$ cat src/rtl/mux_rr_n.sv
// N-channel registered multiplexer with per-channel valid/ready handshakes.
// Fixed-select or round-robin arbitration feeds a single output register.
module mux_rr_n #(
  parameter int bus_size = 32,
  parameter int channels = 8,
  parameter int sel_bits = 3
) (
  input  logic                         clk,
  input  logic                         rst_n,
  input  logic                         mode,
  input  logic [sel_bits-1:0]          select,
  input  logic [channels*bus_size-1:0] in_data,
  input  logic [channels-1:0]          in_valid,
  output logic [channels-1:0]          in_ready,
  output logic [bus_size-1:0]          out_data,
  output logic [sel_bits-1:0]          out_channel,
  output logic                         out_valid,
  input  logic                         out_ready
);

  localparam int                PAD_W = 2 ** (sel_bits + 1);
  localparam logic [sel_bits:0] CHANS = (sel_bits + 1)'(channels);
  localparam logic [sel_bits-1:0] LAST = sel_bits'(channels - 1);

  logic [sel_bits-1:0] ptr;
  logic [PAD_W-1:0]    valid_pad;
  logic [sel_bits:0]   rr_idx;
  logic [sel_bits-1:0] rr_grant_p0;
  logic                rr_any_p0;
  logic                fx_any_p0;
  logic [sel_bits-1:0] grant_p0;
  logic                grant_any_p0;
  logic                load_p0;
  logic [bus_size-1:0] mux_data_p0;

  // Stage p0: arbitration and handshake, all combinational
  always_comb begin
    valid_pad                 = '0;
    valid_pad[channels-1:0]   = in_valid;
    rr_any_p0                 = 1'b0;
    rr_grant_p0               = ptr;
    rr_idx                    = '0;
    // Scan from the far end so the last hit is the one closest to ptr.
    for (int k = channels - 1; k >= 0; k--) begin
      rr_idx = {1'b0, ptr} + (sel_bits + 1)'(k);
      if (rr_idx >= CHANS) rr_idx = rr_idx - CHANS;
      if (valid_pad[rr_idx]) begin
        rr_any_p0   = 1'b1;
        rr_grant_p0 = rr_idx[sel_bits-1:0];
      end
    end
  end

  assign fx_any_p0    = ({1'b0, select} < CHANS) && valid_pad[{1'b0, select}];
  assign grant_p0     = mode ? rr_grant_p0 : select;
  assign grant_any_p0 = mode ? rr_any_p0 : fx_any_p0;
  assign load_p0      = grant_any_p0 && (!out_valid || out_ready);

  always_comb begin
    in_ready    = '0;
    mux_data_p0 = '0;
    for (int i = 0; i < channels; i++) begin
      if (grant_p0 == sel_bits'(i)) begin
        in_ready[i] = rst_n && load_p0;
        mux_data_p0 = in_data[i*bus_size +: bus_size];
      end
    end
  end

  // Stage p1: output register and round-robin pointer
  always_ff @(posedge clk or negedge rst_n) begin
    if (!rst_n) begin
      out_valid   <= 1'b0;
      out_data    <= '0;
      out_channel <= '0;
      ptr         <= '0;
    end else if (load_p0) begin
      out_valid   <= 1'b1;
      out_data    <= mux_data_p0;
      out_channel <= grant_p0;
      ptr         <= (grant_p0 == LAST) ? '0 : grant_p0 + 1'b1;
    end else if (out_valid && out_ready) begin
      out_valid   <= 1'b0;
    end
  end

endmodule

$ cat config.mk
export PLATFORM = sky130hd
export DESIGN_NAME = mux_rr_n
export DESIGN_NICKNAME = d
export VERILOG_FILES = /design/src/rtl/mux_rr_n.sv
export SDC_FILE = /design/constraint.sdc
export NUM_CORES = 1
export LEC_CHECK = 0
export CAP_MARGIN = 20
export CORE_AREA = 2 2 122 124
export CTS_CLUSTER_DIAMETER = 200
export DETAILED_ROUTE_END_ITERATION = 10
export DIE_AREA = 0 0 124 126
export HOLD_SLACK_MARGIN = 0.15
export PLACE_DENSITY = 0.83
export SETUP_SLACK_MARGIN = 0.05
export SLEW_MARGIN = 20
export SYNTH_ARGS = -nofsm -noshare
export SYNTH_HDL_FRONTEND = slang
export SYNTH_SLANG_ARGS = --single-unit
export TNS_END_PERCENT = 20
$ cat constraint.sdc
create_clock -name clk -period 20 [get_ports clk]
set_input_delay 6 -clock clk [delete_from_list [all_inputs] [get_ports clk]]
set_output_delay 6 -clock clk [all_outputs]
set_load 0.01 [all_outputs]
==> impl_results.md, run 1 <==
* CP Max Fanout at 36
* Synth area leader: dfrtp_1
* Arr. time, crit path at 11.00 ns
* Max Slew Vio Count at 0
* CTS tree: done
* Final net count at 1236
* Ys async rst share at 1.000
* DIE HEIGHT at 126 um
* Outcome: finished clean
* Cells after Synth at 724
* Synth Warn # at 0
* Clock transition at path regs at 0.06 ns
* Max-cap violations at 0
* Most frequent cells in the layout: clkdlybuf4s50_1, o21ai_0, a21oi_1
* Slew Limit Headroom at 0.2906
* Clock power share at 0.058
* Setup TNS at 0 ns
* Initial Util at 0.4059
* CP Launch Type: input pin
* Hold buffers post-CTS at 0
* Initial antenna violation count at 3
* Top-area cell type share of the netlist area at 0.1680
* Mapped Area at 5811 um2
* Pre-Repair DR Iteration Count at 5
* Core area at 14310 um2
* Placed Area at 8907 um2
* Synthesized flop and latch total at 39
* CP required at 14.00 ns
* RSZ-0062 raised after global routing: false
* FP Rows at 44
* Final Hold Viols at 0
* Sequential Power Share at 0.099
* Final setup viols at 0
* Post-route ant nets at 0
* Worst clock skew at 0.01112 ns
* Io pins at 315
* Comb pwr share at 0.843
* Total track usage at 0.3221
* Synth top area cells: dfrtp_1, a221oi_1, mux4_2, a211oi_2, o21ai_0
* Reg-to-Reg Start: ptr[1]
* Sequential area share after synthesis at 0.1680
* Crit path max-delay cell type: ha_2
* Die width at 124 um
* Die Area at 15620 um2
* Routed len/inst at 22.94 um
* H-Tree Depth at 2
* P per Cell Area at 179.5 nW/um2
* Hold depth at 2
* Clock sinks at 39
* R2r worst-path depth at 15
* Crit path buffers/inverters at 3
* Most common cell after layout, fill and taps aside: clkdlybuf4s50_1
* Hold path start: out_channel[2]
* Largest vdd supply drop at 156.6 uV
* Mapped Nets at 1003
* Fmax at 0.05884 GHz
* Vias after detailed routing at 7470
* Clock latency on the worst-skew pair at 0.28 ns
* Tightest Pin Transition at 1.064 ns
* Remaining Overflow, GRT at 0
* Post-CTS sizing at 0
* Setup Buffers After CTS at 0
* IO Port Bufs at 314
* Psw at 0.0008601 W
* Crit path time final at 17.00 ns
* Reg2reg setup slack at 13.45 ns
* Synth Area per Inst at 8.026 um2
* Crit path largest cell delay at 0.86 ns
* DRT iter0 DRCs at 663
* Layout Area Growth over Synthesis at 56.27%
* Number of synthesized flops with an enable pin at 0
* Net Sw Frac at 0.5278
* WHS Endpoint: out_channel[2]
* Clock Path Buffers at 2
* CTS Root Cell: clkbuf_16
* Worst r2r dst: out_data[2]
* Netlist cell types at 55
* Largest net degree at the start of global routing at 83
* Delay-heaviest family, CP: buffers and inverters
* Total Wirelength at 26220 um
* Hold Path Class: flip-flop to flip-flop
* Share of post-route cells with drive strength above 1 at 0.09603
* Int Pwr at 0.0007695 W
* TritonCTS Buffers at 5
* Design area at 9080 um2
* Crit end category: primary output
* First-pass GRT wire length at 39250 um
* DPL Wire Length at 18250 um
* Setup Crit Path Kind: input pin to primary output
* Period utilisation layout at 0.8498
* Avg Vias per Cell at 6.535
* Pleak at 3.181 nW
* Number of global-route vias before repair at 7294
* Top_reg_cell synth: dfrtp_1
* Final Wtd Congestion at 0.9550
* Post-route DRC violation count at 0
* Worst-path cell chain: clkdlybuf4s50_1, mux4_2, mux2i_1, nand3_1, o21ai_0, o21ai_0, a21boi_0, ha_2, inv_2, a21oi_1, and3_1, clkdlybuf4s50_1
-- layout make-up --
type	instances	area, um2
multi-input combinational	545	4339
clock inverter	3	43.79
timing repair buffer	322	3198
inverter	44	165.2
antenna	1	2.502
sequential	39	975.9
clock buffer	5	125.1
tap	184	230.2
fill	1260	5234
-- worst reg2reg max path: cells and delay by family, from the launching register on --
family	cells	cell delay, ns
AOI/OAI and AO/OA	5	1.65
adders and majority gates	2	0.76
buffers and inverters	3	0.78
DFF	1	0.87
muxes	2	0.88
and+or+nand+nor	3	1.55
-- layer usage --
metal,track usage,wire (um)
met5,0,22
met4,0.1348,1105
met3,0.05661,2241
met2,0.5611,12910
met1,0.3863,9943
-- sequential cells by signal, summed over array words and instances (netlist names) --
register	count
ptr	3
out_channel	3
out_data	32
out_valid	1
-- cells in the mapped netlist, drive strengths merged, types with 3 or more instances --
cell     number
inv          44
a2bb2oi      32
ha            8
mux2          6
mux2i         7
and3          3
a221o        32
nor2b        34
buf          19
o21ai        75
nand3         5
a21oi        70
a221oi       64
clkbuf       77
dfrtp        39
mux4         18
nor2         40
a211oi       66
a2111oi      33
nand2        12
-- cells by family after synthesis --
| logic type | synth area share |
|---|---|
| AO/OA/AOI/OAI | 0.5228 |
| buffers and inverters | 0.09948 |
| AND/OR/NAND/NOR | 0.09173 |
| flip-flops | 0.1680 |
| multiplexers | 0.09474 |
| adder cells (fa/ha/maj) | 0.01723 |
| XOR/XNOR | 0.006030 |
-- power groups by stage --
| stage | registers [W] | logic (W) | clock network [W] |
|---|---|---|---|
| floorplan | 0.000161 | 0.000958 | 0 |
| global placement | 0.000160 | 0.00134 | 0 |
| detailed placement | 0.000162 | 0.00135 | 0 |
| CTS | 0.000162 | 0.00135 | 0.0000947 |
| global route | 0.000168 | 0.00148 | 0.0000974 |
| finish | 0.000162 | 0.00137 | 0.0000938 |
-- per-stage QoR --
stage	util	power [W]	cells	worst slack [ns]	hold slack (ns)
final	0.6344	0.001630	1143	3.004	0.5106
after global routing	0.6344	0.001750	1143	2.699	0.5362
after CTS	0.6341	0.001611	1142	3.052	0.5201
after detailed placement	0.6223	0.001513	1134	3.057	0.5093
after global placement	0.6222	0.001498	1134	2.849	0.4732
after floorplan	-	0.001120	724	5.140	0.5135
-- worst max path at each step --
stage	from	end	slack (ns)	depth (start not counted)
global route	in_valid[7]	in_ready[7]	2.70	12
CTS	in_valid[6]	in_ready[7]	3.05	12
global placement	in_valid[6]	in_ready[7]	2.85	12
floorplan	in_valid[7]	in_ready[3]	5.14	12
finish	in_valid[7]	in_ready[7]	3.00	12
detailed placement	in_valid[6]	in_ready[7]	3.06	12
No activity file was read; power rests on OpenSTA's default activity.
==> run 2, diff against run 1 <==
--- a/config.mk
+++ b/config.mk
@@ -6,12 +6,12 @@
 export NUM_CORES = 1
 export LEC_CHECK = 0
 export CAP_MARGIN = 20
-export CORE_AREA = 2 2 122 124
+export CORE_ASPECT_RATIO = 2
+export CORE_UTILIZATION = 37
 export CTS_CLUSTER_DIAMETER = 200
 export DETAILED_ROUTE_END_ITERATION = 10
-export DIE_AREA = 0 0 124 126
 export HOLD_SLACK_MARGIN = 0.15
-export PLACE_DENSITY = 0.83
+export PLACE_DENSITY = 0.8
 export SETUP_SLACK_MARGIN = 0.05
 export SLEW_MARGIN = 20
 export SYNTH_ARGS = -nofsm -noshare
==> constraint.sdc (replaced) <==
create_clock -name clk -period 13.67 [get_ports clk]
set_input_delay 4.101 -clock clk [delete_from_list [all_inputs] [get_ports clk]]
set_output_delay 4.101 -clock clk [all_outputs]
set_load 0.01 [all_outputs]
==> run 2 against run 1 <==
  * Final area is 0.47% higher
  * Die area is 3.9% higher
  * Sequential cell count unchanged
  * Clock skew is 0.0052 ns lower
  * Routed wire length is 5.3% higher
  * Sequential power grew 46%
  * Global-route usage increased by 0.77 points
  * Via count grew 1.3%
  * Largest power group unchanged
  * Non-clock buffer count is 5 higher
  * Cell count rose by 1.8%
==> impl_results.md, run 2 (synthesis gave the netlist of run 1 again) <==
* WHS Endpoint: out_channel[2] (unchanged)
* Hold depth at 2 (unchanged)
* Number of global-route vias before repair at 7382 (was 7294)
* P per Cell Area at 264.7 nW/um2 (was 179.5 nW/um2)
* Clock sinks at 39 (unchanged)
* CP Launch Type: input pin (unchanged)
* Hold Path Class: flip-flop to flip-flop (unchanged)
* Setup Buffers After CTS at 0 (unchanged)
* Remaining Overflow, GRT at 0 (unchanged)
* Die width at 90.61 um (was 124 um)
* Die Area at 16240 um2 (was 15620 um2)
* Max-cap violations at 0 (unchanged)
* Crit end category: primary output (unchanged)
* Most common cell after layout, fill and taps aside: clkdlybuf4s50_1 (unchanged)
* Period utilisation layout at 0.9088
* Crit path buffers/inverters at 2 (was 3)
* Post-route ant nets at 0 (unchanged)
* Post-route insts no fill at 1164 (was 1143)
* CTS Root Cell: clkbuf_16 (unchanged)
* H-Tree Depth at 2 (unchanged)
* Crit path largest cell delay at 0.68 ns (was 0.86 ns)
* R2r worst-path depth at 15 (unchanged)
* Clock transition at path regs at 0.07 ns (was 0.06 ns)
* FP Rows at 64 (was 44)
* Tightest Pin Transition at 0.9235 ns (was 1.064 ns)
* Delay-heaviest family, CP: simple AND/OR/NAND/NOR gates (was buffers and inverters)
* Largest vdd supply drop at 155.0 uV (was 156.6 uV)
* Vias after detailed routing at 7569 (was 7470)
* Post-route DRC violation count at 0 (unchanged)
* DPL Wire Length at 20430 um (was 18250 um)
* Total track usage at 0.3297 (was 0.3221)
* Share of post-route cells with drive strength above 1 at 0.09865 (was 0.09603)
* Top reg by flops: out_data (unchanged)
* Setup TNS at 0 ns (unchanged)
* Avg Vias per Cell at 6.503 (was 6.535)
* Total Wirelength at 27620 um (was 26220 um)
* Pleak at 3.195 nW (was 3.181 nW)
* Pre-Repair DR Iteration Count at 5 (unchanged)
* Hold buffers post-CTS at 0 (unchanged)
* DRT iter0 DRCs at 436 (was 663)
* Fmax at 0.08050 GHz
* IO Port Bufs at 314 (unchanged)
* Biggest regs: out_data: 32 flops, out_channel: 3 flops, ptr: 3 flops (unchanged)
* Outcome: finished clean (unchanged)
* Layout Area Growth over Synthesis at 57.00% (was 56.27%)
* DP Cell Count at 1153 (was 1134)
* Initial Util at 0.3799 (was 0.4059)
* Arr. time, crit path at 8.32 ns (was 11.00 ns)
* Clock latency on the worst-skew pair at 0.29 ns (was 0.28 ns)
* Most frequent cells in the layout: clkdlybuf4s50_1, o21ai_0, a21oi_1 (unchanged)
* Setup Crit Path Kind: input pin to primary output (unchanged)
* Hold path start: out_channel[2] (unchanged)
* TritonCTS Buffers at 5 (unchanged)
* Worst r2r dst: out_data[6] (was out_data[2])
* Final setup viols at 0 (unchanged)
* Io pins at 315 (unchanged)
* Max FFs per register at 32 (unchanged)
* Clock Path Buffers at 2 (unchanged)
* CP Max Fanout at 79 (was 36)
* RSZ-0062 raised after global routing: false (unchanged)
* Reg2reg setup slack at 7.09 ns (was 13.45 ns)
* Largest net degree at the start of global routing at 85 (was 83)
* First-pass GRT wire length at 41440 um (was 39250 um)
* Crit path max-delay cell type: ha_4 (was ha_2)
* Final Hold Viols at 0 (unchanged)
* Crit path time final at 12.42 ns
* CTS tree: done (unchanged)
* Routed len/inst at 23.73 um (was 22.94 um)
* DIE HEIGHT at 179.2 um (was 126 um)
* Post-CTS sizing at 0 (unchanged)
* Initial antenna violation count at 1 (was 3)
* Final net count at 1241 (was 1236)
* CP required at 9.57 ns (was 14.00 ns)
* Slew Limit Headroom at 0.3843 (was 0.2906)
* Reg-to-Reg Start: ptr[1] (unchanged)
* Max Slew Vio Count at 0 (unchanged)
* Worst-path cell chain: clkdlybuf4s50_1, mux4_2, mux2i_2, nand2_1, or4_1, nand3_1, ha_4, nand3_1, nor2_1, clkdlybuf4s50_1 (was clkdlybuf4s50_1, mux4_2, mux2i_1, nand3_1, o21ai_0, o21ai_0, a21boi_0, ha_2, inv_2, a21oi_1, and3_1, clkdlybuf4s50_1)
* Worst clock skew at 0.005921 ns (was 0.01112 ns)
* Final Wtd Congestion at 0.9070 (was 0.9550)
* Core area at 15290 um2 (was 14310 um2)
-- run 2: worst max-delay path by stage --
stage	start	to	cells past startpoint
after detailed placement	in_valid[4]	in_ready[6]	10
after CTS	in_valid[0]	in_ready[6]	10
final	in_valid[7]	in_ready[6]	10
after floorplan	in_valid[7]	in_ready[3]	12
after global placement	in_valid[6]	in_ready[6]	10
after global routing	in_valid[0]	in_ready[6]	11
-- run 2: stage by stage --
step                        util  total power (W)  instance area, um2  hold slack [ns]  setup WS, ns
after floorplan                -         0.001638                5811           0.5135         2.608
after global placement    0.5859         0.002255                8961           0.4673         1.335
after detailed placement  0.5860         0.002267                8962           0.4802         1.297
after CTS                 0.5959         0.002400                9114           0.4944         1.272
after global routing      0.5961         0.002579                9117           0.5301        0.9250
final                     0.5965         0.002414                9123           0.4920         1.247
-- run 2: cell type report --
class / count / area (um2)
repair buffers: 327 / 3236
clock inverters: 1 / 8.758
diodes: 3 / 7.507
multi-input cells: 545 / 4339
flip-flops and latches: 39 / 975.9
fillers: 1413 / 6172
well taps: 198 / 247.7
clock buffers: 7 / 142.6
inverters: 44 / 165.2
-- run 2: metal layers --
layer	vias up	routed length (um)	global-route usage
li1	3396	-	-
met1	3593	9511	0.3517
met2	475	14460	0.6080
met3	105	1792	0.04623
met4	0	1854	0.1996
met5	-	0	0
-- run 2: worst reg2reg max path, stage by stage, from the launching register on --
cell	delay, ns
dfrtp_1	0.86
inv_1	0.34
ha_1	0.57
mux4_2	0.55
mux2_2	0.32
o21bai_1	0.19
or4_1	0.48
nand3_1	0.23
inv_1	0.11
ha_2	0.20
buf_4	0.32
nor2b_4	0.81
a221oi_1	0.18
a2111oi_0	0.79
a221oi_1	0.28
a211oi_2	0.26
-- run 2: where the power goes --
group | internal [W] | switching [W]
Combinational | 0.000869 | 0.00118
Sequential | 0.000178 | 0.0000589
Clock | 0.0000732 | 0.0000524
Total | 0.00112 | 0.00129
